$ cat src/rtl/ddr_rr_burst_arbiter.sv
// rtl/ddr_rr_burst_arbiter.sv - round-robin DDR read/write channel arbiter for NUM_CORES solver cores
// Reads own the channel for a whole burst with a stall watchdog; writes are single-beat.
module ddr_rr_burst_arbiter #(
   parameter int NUM_CORES      = 4,
   parameter int IDX_W          = (NUM_CORES > 1) ? $clog2(NUM_CORES) : 1,
   parameter int TIMEOUT_CYCLES = 1024
) (
   input  logic                     clk,
   input  logic                     rst_n,
   input  logic [NUM_CORES-1:0]     core_read_req,
   input  logic [NUM_CORES*32-1:0]  core_read_addr,
   input  logic [NUM_CORES*8-1:0]   core_read_len,
   output logic [NUM_CORES-1:0]     core_read_grant,
   output logic [31:0]              core_read_data,
   output logic [NUM_CORES-1:0]     core_read_valid,
   input  logic [NUM_CORES-1:0]     core_write_req,
   input  logic [NUM_CORES*32-1:0]  core_write_addr,
   input  logic [NUM_CORES*32-1:0]  core_write_data,
   output logic [NUM_CORES-1:0]     core_write_grant,
   output logic                     ddr_read_req,
   output logic [31:0]              ddr_read_addr,
   output logic [7:0]               ddr_read_len,
   input  logic                     ddr_read_grant,
   input  logic [31:0]              ddr_read_data,
   input  logic                     ddr_read_valid,
   output logic                     ddr_write_req,
   output logic [31:0]              ddr_write_addr,
   output logic [31:0]              ddr_write_data,
   input  logic                     ddr_write_grant,
   output logic                     rd_busy,
   output logic                     rd_timeout
);

   localparam int WD_W = (TIMEOUT_CYCLES > 1) ? $clog2(TIMEOUT_CYCLES + 1) : 1;
   localparam logic [WD_W-1:0] WD_LAST = (TIMEOUT_CYCLES > 0) ? WD_W'(TIMEOUT_CYCLES - 1) : '0;

   typedef enum logic [1:0] {R_IDLE, R_REQ, R_DATA} rd_state_t;
   typedef enum logic       {W_IDLE, W_REQ} wr_state_t;

   // Returns {found, index}; scanning backwards lets the lowest offset from ptr win.
   function automatic logic [IDX_W:0] rr_pick(input logic [NUM_CORES-1:0] req,
                                              input logic [IDX_W-1:0] ptr);
      logic [IDX_W:0] res;
      int idx;
      res = '0;
      for (int i = NUM_CORES - 1; i >= 0; i--) begin
         idx = (int'(ptr) + i) % NUM_CORES;
         if (req[idx]) res = {1'b1, IDX_W'(idx)};
      end
      return res;
   endfunction

   function automatic logic [IDX_W-1:0] next_idx(input logic [IDX_W-1:0] cur);
      if (int'(cur) >= NUM_CORES - 1) return '0;
      return cur + 1'b1;
   endfunction

   rd_state_t        rd_state, rd_next;
   wr_state_t        wr_state, wr_next;
   logic [IDX_W-1:0] rd_owner, rd_ptr, wr_owner, wr_ptr;
   logic [IDX_W:0]   rd_pick, wr_pick;
   logic [8:0]       beats_left;
   logic [WD_W-1:0]  wdog;
   logic             rd_last;

   assign rd_pick        = rr_pick(core_read_req, rd_ptr);
   assign wr_pick        = rr_pick(core_write_req, wr_ptr);
   assign core_read_data = ddr_read_data;
   assign ddr_read_req   = (rd_state == R_REQ);
   assign ddr_write_req  = (wr_state == W_REQ);
   assign rd_busy        = (rd_state != R_IDLE);

   always_ff @(posedge clk or negedge rst_n) begin
      if (!rst_n) begin
         rd_state <= R_IDLE;
         wr_state <= W_IDLE;
      end else begin
         rd_state <= rd_next;
         wr_state <= wr_next;
      end
   end

   always_comb begin
      rd_next         = rd_state;
      core_read_grant = '0;
      core_read_valid = '0;
      rd_timeout      = 1'b0;
      rd_last         = 1'b0;
      case (rd_state)
         R_IDLE: if (rd_pick[IDX_W]) rd_next = R_REQ;
         R_REQ: begin
            if (ddr_read_grant) begin
               core_read_grant[rd_owner] = 1'b1;
               rd_next = R_DATA;
            end
         end
         R_DATA: begin
            core_read_valid[rd_owner] = ddr_read_valid;
            if (ddr_read_valid && beats_left == 9'd1) begin
               rd_last = 1'b1;
               rd_next = R_IDLE;
            end else if (!ddr_read_valid && TIMEOUT_CYCLES != 0 && wdog == WD_LAST) begin
               rd_timeout = 1'b1;
               rd_next    = R_IDLE;
            end
         end
         default: rd_next = R_IDLE;
      endcase
   end

   always_comb begin
      wr_next          = wr_state;
      core_write_grant = '0;
      case (wr_state)
         W_IDLE: if (wr_pick[IDX_W]) wr_next = W_REQ;
         W_REQ: begin
            if (ddr_write_grant) begin
               core_write_grant[wr_owner] = 1'b1;
               wr_next = W_IDLE;
            end
         end
         default: wr_next = W_IDLE;
      endcase
   end

   // 9-bit beat counter so len=255 (256 beats) loads without overflow.
   always_ff @(posedge clk or negedge rst_n) begin
      if (!rst_n) begin
         rd_owner      <= '0;
         rd_ptr        <= '0;
         ddr_read_addr <= '0;
         ddr_read_len  <= '0;
         beats_left    <= '0;
         wdog          <= '0;
      end else begin
         case (rd_state)
            R_IDLE: begin
               if (rd_pick[IDX_W]) begin
                  rd_owner      <= rd_pick[IDX_W-1:0];
                  ddr_read_addr <= core_read_addr[rd_pick[IDX_W-1:0]*32 +: 32];
                  ddr_read_len  <= core_read_len[rd_pick[IDX_W-1:0]*8 +: 8];
               end
            end
            R_REQ: begin
               if (ddr_read_grant) begin
                  beats_left <= {1'b0, ddr_read_len} + 9'd1;
                  wdog       <= '0;
               end
            end
            R_DATA: begin
               if (ddr_read_valid) begin
                  beats_left <= beats_left - 9'd1;
                  wdog       <= '0;
               end else begin
                  wdog <= wdog + 1'b1;
               end
               if (rd_last || rd_timeout) rd_ptr <= next_idx(rd_owner);
            end
            default: ;
         endcase
      end
   end

   always_ff @(posedge clk or negedge rst_n) begin
      if (!rst_n) begin
         wr_owner       <= '0;
         wr_ptr         <= '0;
         ddr_write_addr <= '0;
         ddr_write_data <= '0;
      end else begin
         if (wr_state == W_IDLE && wr_pick[IDX_W]) begin
            wr_owner       <= wr_pick[IDX_W-1:0];
            ddr_write_addr <= core_write_addr[wr_pick[IDX_W-1:0]*32 +: 32];
            ddr_write_data <= core_write_data[wr_pick[IDX_W-1:0]*32 +: 32];
         end
         if (wr_state == W_REQ && ddr_write_grant) wr_ptr <= next_idx(wr_owner);
      end
   end

   a_rd_grant_onehot: assert property (@(posedge clk) disable iff (!rst_n) $onehot0(core_read_grant));
   a_rd_valid_onehot: assert property (@(posedge clk) disable iff (!rst_n) $onehot0(core_read_valid));
   a_wr_grant_onehot: assert property (@(posedge clk) disable iff (!rst_n) $onehot0(core_write_grant));
   a_wr_grant_req:    assert property (@(posedge clk) disable iff (!rst_n)
                                       (core_write_grant != '0) |-> ((core_write_grant & core_write_req) != '0));

endmodule

$ cat config.mk
export PLATFORM = sky130hd
export DESIGN_NAME = ddr_rr_burst_arbiter
export DESIGN_NICKNAME = d
export VERILOG_FILES = /design/src/rtl/ddr_rr_burst_arbiter.sv
export SDC_FILE = /design/constraint.sdc
export NUM_CORES = 1
export LEC_CHECK = 0
export ABC_AREA = 0
export BUFFER_PORTS_ARGS = -buffer_cell sky130_fd_sc_hd__buf_2
export CORE_AREA = 2 2 241 243
export CTS_CLUSTER_DIAMETER = 80
export DETAILED_ROUTE_END_ITERATION = 10
export DIE_AREA = 0 0 243 245
export PLACE_DENSITY_LB_ADDON = 0.15
export SETUP_SLACK_MARGIN = 0.4
export SKIP_LAST_GASP = 1
export SYNTH_ARGS = -nofsm -noshare
export SYNTH_HDL_FRONTEND = slang
export SYNTH_SLANG_ARGS = --single-unit
$ cat constraint.sdc
create_clock -name clk -period 5 [get_ports clk]
set_input_delay 0.5 -clock clk [delete_from_list [all_inputs] [get_ports clk]]
set_output_delay 0.5 -clock clk [all_outputs]
set_load 0.01 [all_outputs]
* After elaboration in Yosys (flattened, before gate mapping)
Cells that the tools add are included.
Word-level totals: bits of input ports 461, output and inout bits 152, flip-flop bits (word level) 135, logic and storage cells 146
Operators by class: reductions and logical operators 22, shifts and indexed selects 4, $lt $le $gt $ge 14, bitwise gates (word level) 8, muxes and demuxes 67, eq/ne operators 8, $add $sub $neg 11
Operator list (count):
- $shiftx 128x8->32 | 3
- $shiftx 32x6->8 | 1
- $mux 1 | 28
- $lt 3x4->1 const B | 6
- $mux 3 | 8
- $mux 11 | 2
- $pmux 11 s2 | 1
- $mux 4 | 5
- $mux 9 | 2
- $pmux 9 s2 | 1
- $bmux 1 s2 | 8
- $mux 2 | 8
- $lt 2x3->1 const B | 4
- $reduce_or 2->1 | 6
- $add 11x1->11 const B | 1
- $eq 11x10->1 const B | 1
- $add 8x1->9 const B | 1
- $eq 9x1->1 const B | 1
- $sub 9x1->9 const B | 1
- $add 2x1->2 const B | 4
- $add 2x2->2 const B | 4
- $and 1x1->1 const A | 6
- $logic_and 1x1->1 | 6
- $pmux 2 s3 | 1
- 17 further kinds | 25

* Depth between registers and ports, before layout
Gate-level depths: netlist of the first run.
depth after elaboration 12, depth in mapped cells 7, mapped depth without buffers 7

* Worst setup path before layout of the first run
OpenSTA, ideal clock, no wires.
path type register to register, start register wdog[0], end register rd_ptr[0], required time 4872 ps, stages on the path, launching flop included 7, slack 3145 ps, arrival 1728 ps, path buffers 0, library setup time 128 ps, period minus slack after synthesis 1855 ps, path through dfrtp_1 > ha_1 > and3_1 > nand4_1 > or3_1 > a21oi_1 > mux2_1
On the way: word-level cells in the longest chain between the ends 7
Ends and longest elaborated chain:
- start: declaration | RTL line 63 | logic [WD_W-1:0] wdog;
- start signal: assignment | RTL line 155 | wdog <= wdog + 1'b1;
- $eq 11x10->1 | RTL line 102 | end else if (!ddr_read_valid && TIMEOUT_CYCLES != 0 && wdog == WD_LAST) begin
- $logic_and 1x1->1 | RTL line 102
- $mux 1 | RTL line 102
- $mux 1 | RTL line 99 | if (ddr_read_valid && beats_left == 9'd1) begin
- $mux 1 | RTL line 89 | case (rd_state)
- $logic_or 1x1->1 | RTL line 157 | if (rd_last || rd_timeout) rd_ptr <= next_idx(rd_owner);
- $reduce_and 2->1 (no source line)
- end signal: assignment | RTL line 157
- end: declaration | RTL line 60 | logic [IDX_W-1:0] rd_owner, rd_ptr, wr_owner, wr_ptr;
No other way between the ends. A chain may end at the register's enable or synchronous reset.

* Worst setup path in the final report of the first run
start register rd_state[0], end output port rd_timeout
On the way: word-level cells in the longest chain between the ends 2
Ends and longest elaborated chain:
- start: declaration | RTL line 58 | rd_state_t rd_state, rd_next;
- start signal: assignment | RTL line 78 | rd_state <= rd_next;
- $eq 2x2->1 | RTL line 89
- $mux 1 | RTL line 89
- end: declaration | RTL line 31 | output logic rd_timeout
No other way between the ends.

==> results of run 1 <==
-- cell type report --
| class | instances | area, um2 |
|---|---|---|
| Tap cell | 765 | 957 |
| Sequential cell | 135 | 3380 |
| Fill cell | 6348 | 44300 |
| Antenna cell | 2 | 5.00 |
| Multi-Input combinational cell | 615 | 4890 |
| Inverter | 8 | 30.0 |
| Clock buffer | 24 | 492 |
| Clock inverter | 8 | 95.1 |
| Timing Repair Buffer | 558 | 2850 |
-- report_power, final --
part | internal, mW | switching [mW] | total, mW
clock | 0.782 | 0.530 | 1.31
combinational | 1.17 | 1.64 | 2.82
sequential | 1.55 | 0.342 | 1.89
-- cell usage after synthesis, types with 2 or more instances --
library cell and number:
a21o_1 7, a21oi_1 15, a22oi_1 2, and2_1 7
and3_1 11, and4_1 2, buf_12 3, buf_2 13
buf_4 40, buf_6 2, buf_8 8, clkbuf_1 30
dfrtp_1 135, ha_1 12, inv_1 8, mux2_1 2
mux2i_1 211, nand2_1 131, nand2b_1 7, nand3_1 4
nand4b_1 2, nor2_1 21, nor2b_1 2, nor3_1 6
nor4_1 3, o211ai_1 2, o21ai_0 28, o21ai_1 3
o21bai_1 2, o221ai_1 62, o221ai_2 41, o31ai_1 4
or2_1 3, or3_1 3, xnor2_1 4, xor2_1 2
-- path summary, 6_finish.rpt --
path	start	end	slack, ps	depth (start not counted)
max in group asynchronous	rst_n	ddr_write_data[30]	3670	2
worst min-delay path	rst_n	ddr_write_data[24]	20	1
min in group clk	ddr_read_grant	rd_state[0]	280	2
worst min register to register	wdog[7]	wdog[7]	470	1
worst max register to register	wr_ptr[0]	ddr_write_data[14]	2400	6
worst max-delay path	rd_state[0]	rd_timeout	1720	4
-- per-layer routing --
metal	up-vias	routed length (um)	track usage, %
met3	54	3290	4.75
met5	-	46	0
met4	6	881	4.75
met2	413	20300	23.8
met1	4021	15700	14.5
li1	4144	-	-
-- registers in the layout, summed over array words and instances, names as in the netlist --
name,flops
wr_ptr,2
rd_state,2
ddr_write_data,32
rd_ptr,2
beats_left,9
ddr_write_req,1
wr_owner,2
wdog,11
rd_owner,2
ddr_read_len,8
ddr_write_addr,32
ddr_read_addr,32
-- cell families after synthesis --
family	after synthesis	share of synthesized area (%)
multiplexers	214	23.9
AND/OR/NAND/NOR	208	10.3
AO/OA/AOI/OAI	175	17.8
flip-flops	135	37.6
buffers and inverters	105	8.00
adder cells (fa/ha/maj)	12	1.67
XOR/XNOR	6	0.586
-- per-stage QoR --
stage	std cells	hold WS (ps)	setup WS [ps]	cell area (um2)	power, mW
3_3_place_gp	2081	466	2140	12100	4.80
5_1_grt	2113	60.7	1360	12700	6.48
6_report	2115	15.9	1720	12700	6.02
4_1_cts	2113	27.4	1620	12700	6.18
2_1_floorplan	855	204	3140	8970	3.67
3_5_place_dp	2081	464	2150	12100	4.81
==> qor.txt, run 1 <==
WL final: 40.3 mm
Port Buffers: 548
CTS resizes: 0
clock sinks: 135
synthesized area: 0.00897 mm2
Slew headroom: 22.0%
starting density of the core: 15.7%
Clock Tree Buf Depth: 2
Synth Flop Type: dfrtp_1
Synth async-reset ratio: 100%
sequential share of the synthesized area: 37.6%
dominant cell type by area after synthesis: dfrtp_1
H-tree Lvls: 4
synth unique cells: 53
Die Wd: 243 um
Clock Root Buffer: clkbuf_16
area share of the largest cell type after synthesis: 37.6%
area delta synth->final: 41.5%
CP arrival: 2780 ps
worst path cell trace: nor2b_1, nand2b_1, nor3_1, buf_2
initial antenna violation count: 9
measured slew at the worst slew-check pin: 1170 ps
GRT Util Overall: 13.3%
worst path bufs/invs: 1
status: complete, no violations
Post-Syn Nets: 1,328
DRC Markers: 0
Post-CTS Setup Bufs: 0
Worst VDD drop: 0.262 mV
worst skew pair latency: 470 ps
fmax: 0.305 GHz
RSZ-0062 raised after global routing: false
CP max-delay cell: nor2b_1
CTS tree: done
max incr delay on CP: 900 ps
antenna viol nets, final: 0
Final Max Tran Viols: 0
Worst Skew: 11.9 ps
Mapped Cells: 855
clock transition at the registers of the reported paths: 60 ps
via count: 8,638
Final TNS setup: 0 ps
Cell Pwr Density: 474 mW/mm2
DR vias/cell: 4.08
Std-Cell Rows: 88
first-pass GRT wire length: 58.3 mm
#FFs+latches synth: 135
IO Count: 613
layout cells sized above 1: 47.2%
DR pass1 iterations: 4
core area: 0.0570 mm2
vias in the first global route: 8,871
Num CTS Buffers: 17
CP top delay family: simple AND/OR/NAND/NOR gates
Final HPWL DP: 32.0 mm
Syn Area/Cell: 10.5 um2
Starting DRT DRC Count: 268
CP Class: register to primary output
placer congestion estimate: 0.901
WL/cell: 19.0 um
Tmin final: 3280 ps
Die ar.: 0.0595 mm2
Max Cap Violations: 0
synth top area cells: dfrtp_1 (38%), mux2i_1 (24%), o221ai_2 (6.9%)
final setup vio count: 0
Critical Path Fanout Max: 19
nets: 1,808
critical path launch point type: register
cts-stage hold buffer count: 0
number of flops mapped to enable cells by yosys: 0
CP required: 4500 ps
Ys Warns: 0
kind of end point of the critical path: primary output
leakage dissipation: 6.31 nW
pin count of the biggest net entering global routing: 111
Hold Violations, Final: 0
highest-count cells in the layout ignoring fill and taps: buf_2 (547), mux2i_1 (211), dfrtp_1 (135)
Die Y: 245 um
HP Class: primary input to asynchronous set/reset pin
grt ovf: 0
most common cell after layout, fill and taps aside: buf_2
period utilisation layout: 65.5%
Finished Core Util: 22.3%
Note: power is estimated with default switching activity, not from simulation.
==> inputs of run 2 (changes only) <==
- CORE_AREA: 2 2 241 243 -> 2 2 240 242
- DIE_AREA: 0 0 243 245 -> 0 0 242 244
- clock period: 5 -> 2.6 ns (I/O delays scaled with it)
==> run 2 against run 1 <==
Effect of this change: clock skew down 2.0 ps; critical path type unchanged; largest cell class unchanged; power up 99%; critical endpoint unchanged; global-route usage up 0.61 points; largest power group unchanged; critical path depth up 1; count of clock-buffer cells in the layout down 4.
==> qor.txt, run 2 (synthesized netlist as in run 1, its figures left out) <==
fillers: 6,240 (-1.7%)
Std-Cell Rows: 87 (-1.1%)
CP required: 2340 ps (-2160 ps)
initial antenna violation count: 8 (-1)
most common cell after layout, fill and taps aside: buf_2
Hold Violations, Final: 0 (unchanged)
Slew headroom: 32.0% (+10 points)
first-pass GRT wire length: 61.0 mm (+4.7%)
Clock Root Buffer: clkbuf_16
CTS tree: done
layout cells sized above 1: 48.4% (+1.3 points)
Multi-input gate area: 0.00491 mm2 (+0.38%)
clock sinks: 135 (unchanged)
DR vias/cell: 4.18 (+2.4%)
Die Wd: 242 um (-0.41%)
Critical Path Fanout Max: 5 (-14)
WL/cell: 19.8 um (+3.8%)
Regs by FF count: ddr_read_addr (32), ddr_write_addr (32), ddr_write_data (32)
CP Class: register to primary output
HP Class: primary input to register
final worst-path setup slack: 531 ps (-1190 ps)
WL final: 42.2 mm (+4.8%)
clock transition at the registers of the reported paths: 70 ps (about the same)
status: complete, no violations
critical path launch point type: register
DR pass1 iterations: 5 (+1)
RSZ-0062 raised after global routing: true
grt ovf: 0 (unchanged)
Max Cap Violations: 0 (unchanged)
Sequential Area: 0.00338 mm2 (unchanged)
final setup vio count: 0 (unchanged)
IO Count: 613 (unchanged)
Final TNS setup: 0 ps (unchanged)
vias in the first global route: 9,342 (+5.3%)
placed cell areas: 0.0123 mm2 (+2.0%)
Cell Pwr Density: 914 mW/mm2 (+93%)
Worst Skew: 9.91 ps (-1.96 ps)
period utilisation layout: 79.6%
fmax: 0.483 GHz
highest-count cells in the layout ignoring fill and taps: buf_2 (546), mux2i_1 (211), dfrtp_1 (135)
leakage dissipation: 6.52 nW (+3.3%)
Starting DRT DRC Count: 361 (+35%)
antenna viol nets, final: 0 (unchanged)
worst skew pair latency: 470 ps (about the same)
DRC Markers: 0 (unchanged)
via count: 8,936 (+3.4%)
Tmin final: 2070 ps
Design Area, Final: 0.0131 mm2 (+3.2%)
Die Y: 244 um (-0.41%)
measured slew at the worst slew-check pin: 1020 ps (-147 ps)
Place WS: 357 ps (-1790 ps)
Final Max Tran Viols: 0 (unchanged)
kind of end point of the critical path: primary output
CP arrival: 1810 ps (-970 ps)
placer congestion estimate: 0.888 (-1.4%)
nets: 1,837 (+1.6%)
starting density of the core: 16.0% (+0.24 points)
pin count of the biggest net entering global routing: 65 (-41%)
Num CTS Buffers: 17 (unchanged)
Port Buffers: 548 (unchanged)
area delta synth->final: 46.0%
core area: 0.0562 mm2 (-1.5%)
Worst VDD drop: 0.489 mV (+87%)
GRT Util Overall: 13.9% (+0.61 points)
Die ar.: 0.0590 mm2 (-0.82%)
H-tree Lvls: 4 (unchanged)
Clock Tree Buf Depth: 2 (unchanged)
Final HPWL DP: 33.2 mm (+3.7%)
==> run 2: what timing repair did <==
item	CTS	global route
hold buffers	3	0
pin swaps	3	3
gates resized for setup	4	3
setup endpoints to repair	10	7
gates cloned	1	1
buffers inserted	2	2
hold endpoints to repair	52	0
==> run 2: final cells by class <==
cell class	count	area share [%]
Tap cell	756	7.22
Sequential cell	135	25.8
Antenna cell	3	0.0573
Timing Repair Buffer	587	24.6
Multi-Input combinational cell	615	37.5
Inverter	8	0.229
Clock buffer	20	3.49
Clock inverter	12	1.15
==> run 2: critical path, stage by stage (launching register included) <==
cell and delay (ps):
dfrtp_1 370, ha_1 200, and3_4 230, nand4_1 150, nor3_2 200, buf_4 200
==> run 2: power by group <==
| group | internal, mW | switching, mW |
|---|---|---|
| clock | 1.55 | 1.07 |
| combinational | 2.45 | 3.26 |
| sequential | 2.97 | 0.664 |
| total | 6.98 | 5.00 |
==> run 2: path summary, 6_finish.rpt <==
kind / from / endpoint / slack [ps] / cells past startpoint
min in group asynchronous: rst_n / ddr_read_addr[7] / 370 / 2
worst max-delay path: wdog[1] / rd_timeout / 530 / 5
worst min-delay path: core_read_addr[56] / ddr_read_addr[24] / 110 / 3
worst max register to register: wr_ptr[1] / ddr_write_data[0] / 540 / 6
max in group asynchronous: rst_n / ddr_write_addr[3] / 1530 / 3
worst min register to register: wdog[7] / wdog[7] / 480 / 1
==> run 2: stage by stage <==
stage	total power [mW]	hold slack, ps	util, %	instances
after floorplan	7.06	-35.6	-	855
after global placement	9.42	289	22.0	2092
after detailed placement	9.42	288	22.0	2092
after CTS	12.2	56.6	23.2	2130
after global routing	12.8	84.5	23.3	2135
final	12.0	106	23.3	2136
==> run 2: per-layer routing <==
metal	up-vias	global-route usage [%]	part of all wire, %
met2	461	24.2	50
met5	-	0	0.031
met1	4224	15.8	40
met4	2	5.72	2.9
met3	54	4.40	7.1
li1	4195	-	-
==> inputs of run 3 (changes only) <==
- ABC_AREA: 0 -> 1
- clock period: 2.6 -> 1.95 ns (I/O delays scaled with it)
==> run 3 against run 2 <==
Effect of this change: setup slack got worse by 950 ps; cell count increased by 59%; clock skew increased by 1.5 ps; largest cell class is now buffers; die area unchanged; sequential share of layout area decreased by 11 points; non-clock buffer count increased by 333; combinational power increased to 7.1 times the previous value; utilization increased by 17 points; count of clock-buffer cells in the layout unchanged; the flow now finishes with violations (negative setup slack); synthesized cell count increased by 110%; synthesized area increased by 26%.
==> qor.txt, run 3 <==
status: complete, but fails checks
failing checks: negative setup slack
most common cell after layout, fill and taps aside: buf_2
fillers: 5,827 (-6.6%)
synthesized area: 0.0113 mm2 (+26%)
pin count of the biggest net entering global routing: 46 (-29%)
placer congestion estimate: 0.879 (-1.0%)
Final HPWL DP: 38.9 mm (+17%)
Clock Tree Buf Depth: 2 (unchanged)
dominant cell type by area after synthesis: dfrtp_1
CTS tree: done
area share of the largest cell type after synthesis: 30.0% (-7.7 points)
Slew headroom: 71.4% (+39 points)
GRT Util Overall: 20.4% (+6.5 points)
Finished Core Util: 40.4% (+17 points)
Regs by FF count: ddr_read_addr (32), ddr_write_addr (32), ddr_write_data (32)
CP required: 2370 ps (+30 ps)
antenna viol nets, final: 0 (unchanged)
initial antenna violation count: 9 (+1)
Ys Warns: 0 (unchanged)
Die Wd: 242 um (unchanged)
WL final: 61.8 mm (+47%)
Die ar.: 0.0590 mm2 (unchanged)
nets: 3,099 (+69%)
WHS Path Cells: 5 (+2)
critical path launch point type: register
Max Cap Violations: 0 (unchanged)
DR pass1 iterations: 5 (unchanged)
Port Buffers: 548 (unchanged)
Clock Root Buffer: clkbuf_16
met1 usage: 25.8% (+9.9 points)
measured slew at the worst slew-check pin: 429 ps (-591 ps)
H-tree Lvls: 4 (unchanged)
Non-Filler Instances: 3,402 (+59%)
number of flops mapped to enable cells by yosys: 0 (unchanged)
worst skew pair latency: 480 ps (about the same)
r2r setup slk: -420 ps (-960 ps)
clock sinks: 135 (unchanged)
Starting DRT DRC Count: 772 (+110%)
final setup vio count: 108 (+108)
via count: 15,200 (+70%)
synth unique cells: 37 (-30%)
reg2reg end: ddr_write_data[20]
Num CTS Buffers: 17 (unchanged)
top-count cell post-synth: nand2_1
starting density of the core: 20.1% (+4.1 points)
final worst-path setup slack: -418 ps (-950 ps)
Std-Cell Rows: 87 (unchanged)
Hold Violations, Final: 0 (unchanged)
area delta synth->final: 102%
busiest layer in global routing: met2
kind of end point of the critical path: register
period utilisation layout: 121%
Synth Flop Type: dfrtp_1
Inst Count DP: 3,071 (+47%)
Die Y: 244 um (unchanged)
Critical Path Fanout Max: 6 (+1)
Hold Crit Start: core_read_addr[42]
met2 Usage GRT: 34.6% (+10 points)
fmax: 0.422 GHz
Post-Syn Nets: 2,292 (+73%)
CP arrival: 2790 ps (+980 ps)
WL/cell: 18.2 um (-8.0%)
Worst VDD drop: 0.897 mV (+83%)
DRC Markers: 0 (unchanged)
Worst Skew: 11.4 ps (+1.52 ps)
met3 Resource Use GR: 3.47% (-0.93 points)
core area: 0.0562 mm2 (unchanged)
DR vias/cell: 4.47 (+6.9%)
Reg2Reg Depth: 17 (+11)
RSZ-0062 raised after global routing: true
Final TNS setup: -29,300 ps (-29,300 ps)
Syn Area/Cell: 6.19 um2 (-41%)
Critical R2R Launch: wr_ptr[0]
Synth async-reset ratio: 100% (unchanged)
vias in the first global route: 15,800 (+69%)
layout cells sized above 1: 50.8% (+2.4 points)
#FFs+latches synth: 135 (unchanged)
Mapped Cells: 1,819 (+110%)
IO Count: 613 (unchanged)
Final Max Tran Viols: 0 (unchanged)
synth top area cells: dfrtp_1 (30%), nand2_1 (20%), nand3_1 (15%)
CP Class: register to register
Post-synth top cells: nand2_1 (606), inv_1 (384), nand3_1 (334), dfrtp_1 (135), buf_2 (62)
first-pass GRT wire length: 92.5 mm (+52%)
hold endpoint: ddr_read_addr[10]
HP Class: primary input to register
Place WS: -148 ps (-505 ps)
leakage dissipation: 12.6 nW (+93%)
Tmin final: 2370 ps
sequential share of the synthesized area: 30.0% (-7.7 points)
Cell Pwr Density: 2170 mW/mm2 (+140%)
clock transition at the registers of the reported paths: 60 ps (about the same)
grt ovf: 0 (unchanged)
highest-count cells in the layout ignoring fill and taps: buf_2 (544), nand2_1 (449), inv_1 (365)
-- run 3: cell count changes after synthesis, sizes merged, moves of 18 or more --
cell	change
nand2	+482
inv	+383
nand3	+331
mux2i	-211
o221ai	-103
o211ai	+64
buf	+52
nor2	+20
nand3b	+18
-- run 3: layout make-up --
cell class	count	area [um2]	share of cell area, %
clock inverter	12	151	0.667
multi-input combinational	1159	7670	33.8
sequential	135	3390	14.9
timing repair buffer	920	8550	37.7
clock buffer	20	447	1.97
inverter	391	1510	6.65
tap	756	946	4.17
timing repair inverter	2	23.8	0.105
antenna	7	17.5	0.0771
-- run 3: cells by family (layout without fill, tap and decap cells) --
| group | count (synthesis) | count (layout) | synth area share [%] |
|---|---|---|---|
| xor gates and xnor gates | 7 | 7 | 0.544 |
| AOI/OAI and AO/OA | 124 | 124 | 8.99 |
| and+or+nand+nor | 1014 | 1016 | 38.7 |
| DFF | 135 | 135 | 30.0 |
| other | 0 | 7 | 0 |
| adders and majority gates | 12 | 12 | 1.33 |
| buffers and inverters | 527 | 1345 | 20.4 |
-- run 3: repair_timing --
action | CTS | global route
pin swaps | 253 | 166
resized for setup | 502 | 223
hold buffers | 65 | 0
endpoints found under the hold margin | 68 | 0
gates cloned | 79 | 3
setup buffers | 117 | 28
setup endpoints to repair | 133 | 138
-- run 3: metal layers --
layer / share of wire (%) / routed length [um] / vias up
li1: - / - / 7250
met1: 42 / 25900 / 7320
met2: 50 / 30700 / 532
met3: 5.6 / 3470 / 106
met4: 2.9 / 1800 / 2
met5: 0.021 / 13 / -
-- run 3: stage by stage --
stage	power [mW]	cell area [um2]	hold slack (ps)
finish	49.3	22700	45.3
floorplan	18.0	11400	-101
global route	52.3	22700	34.1
CTS	46.6	21500	3.59
detailed placement	25.0	15100	168
global placement	24.8	15100	159
-- run 3: power by group --
part / switching (mW) / leakage (nW) / total [mW] / internal (mW)
Clock: 1.42 / 0.290 / 3.46 / 2.04
Combinational: 19.8 / 10.6 / 40.7 / 20.9
Sequential: 0.990 / 1.66 / 5.18 / 4.19
Total: 22.2 / 12.6 / 49.3 / 27.1
-- run 3: worst max-delay path by stage --
stage	startpoint	end
after floorplan	rd_ptr[0]	ddr_read_addr[13]
final	wr_ptr[0]	ddr_write_data[20]
after global routing	wr_ptr[0]	ddr_write_data[20]
after detailed placement	wr_ptr[0]	ddr_write_data[13]
after CTS	wdog[0]	rd_timeout
after global placement	wr_ptr[0]	ddr_write_data[13]
-- run 3: worst max-delay path, stage by stage (launching register included) --
cell and delay (ps):
dfrtp_2 460, buf_6 140, buf_12 140, xnor2_4 150
nand2_2 100, buf_6 140, nand2_4 70, nor2_4 40
a21oi_4 190, buf_6 140, buf_12 140, buf_12 130
buf_12 100, buf_16 110, nand3_2 70, nand2_1 70
nand2_1 60, nand2_1 60
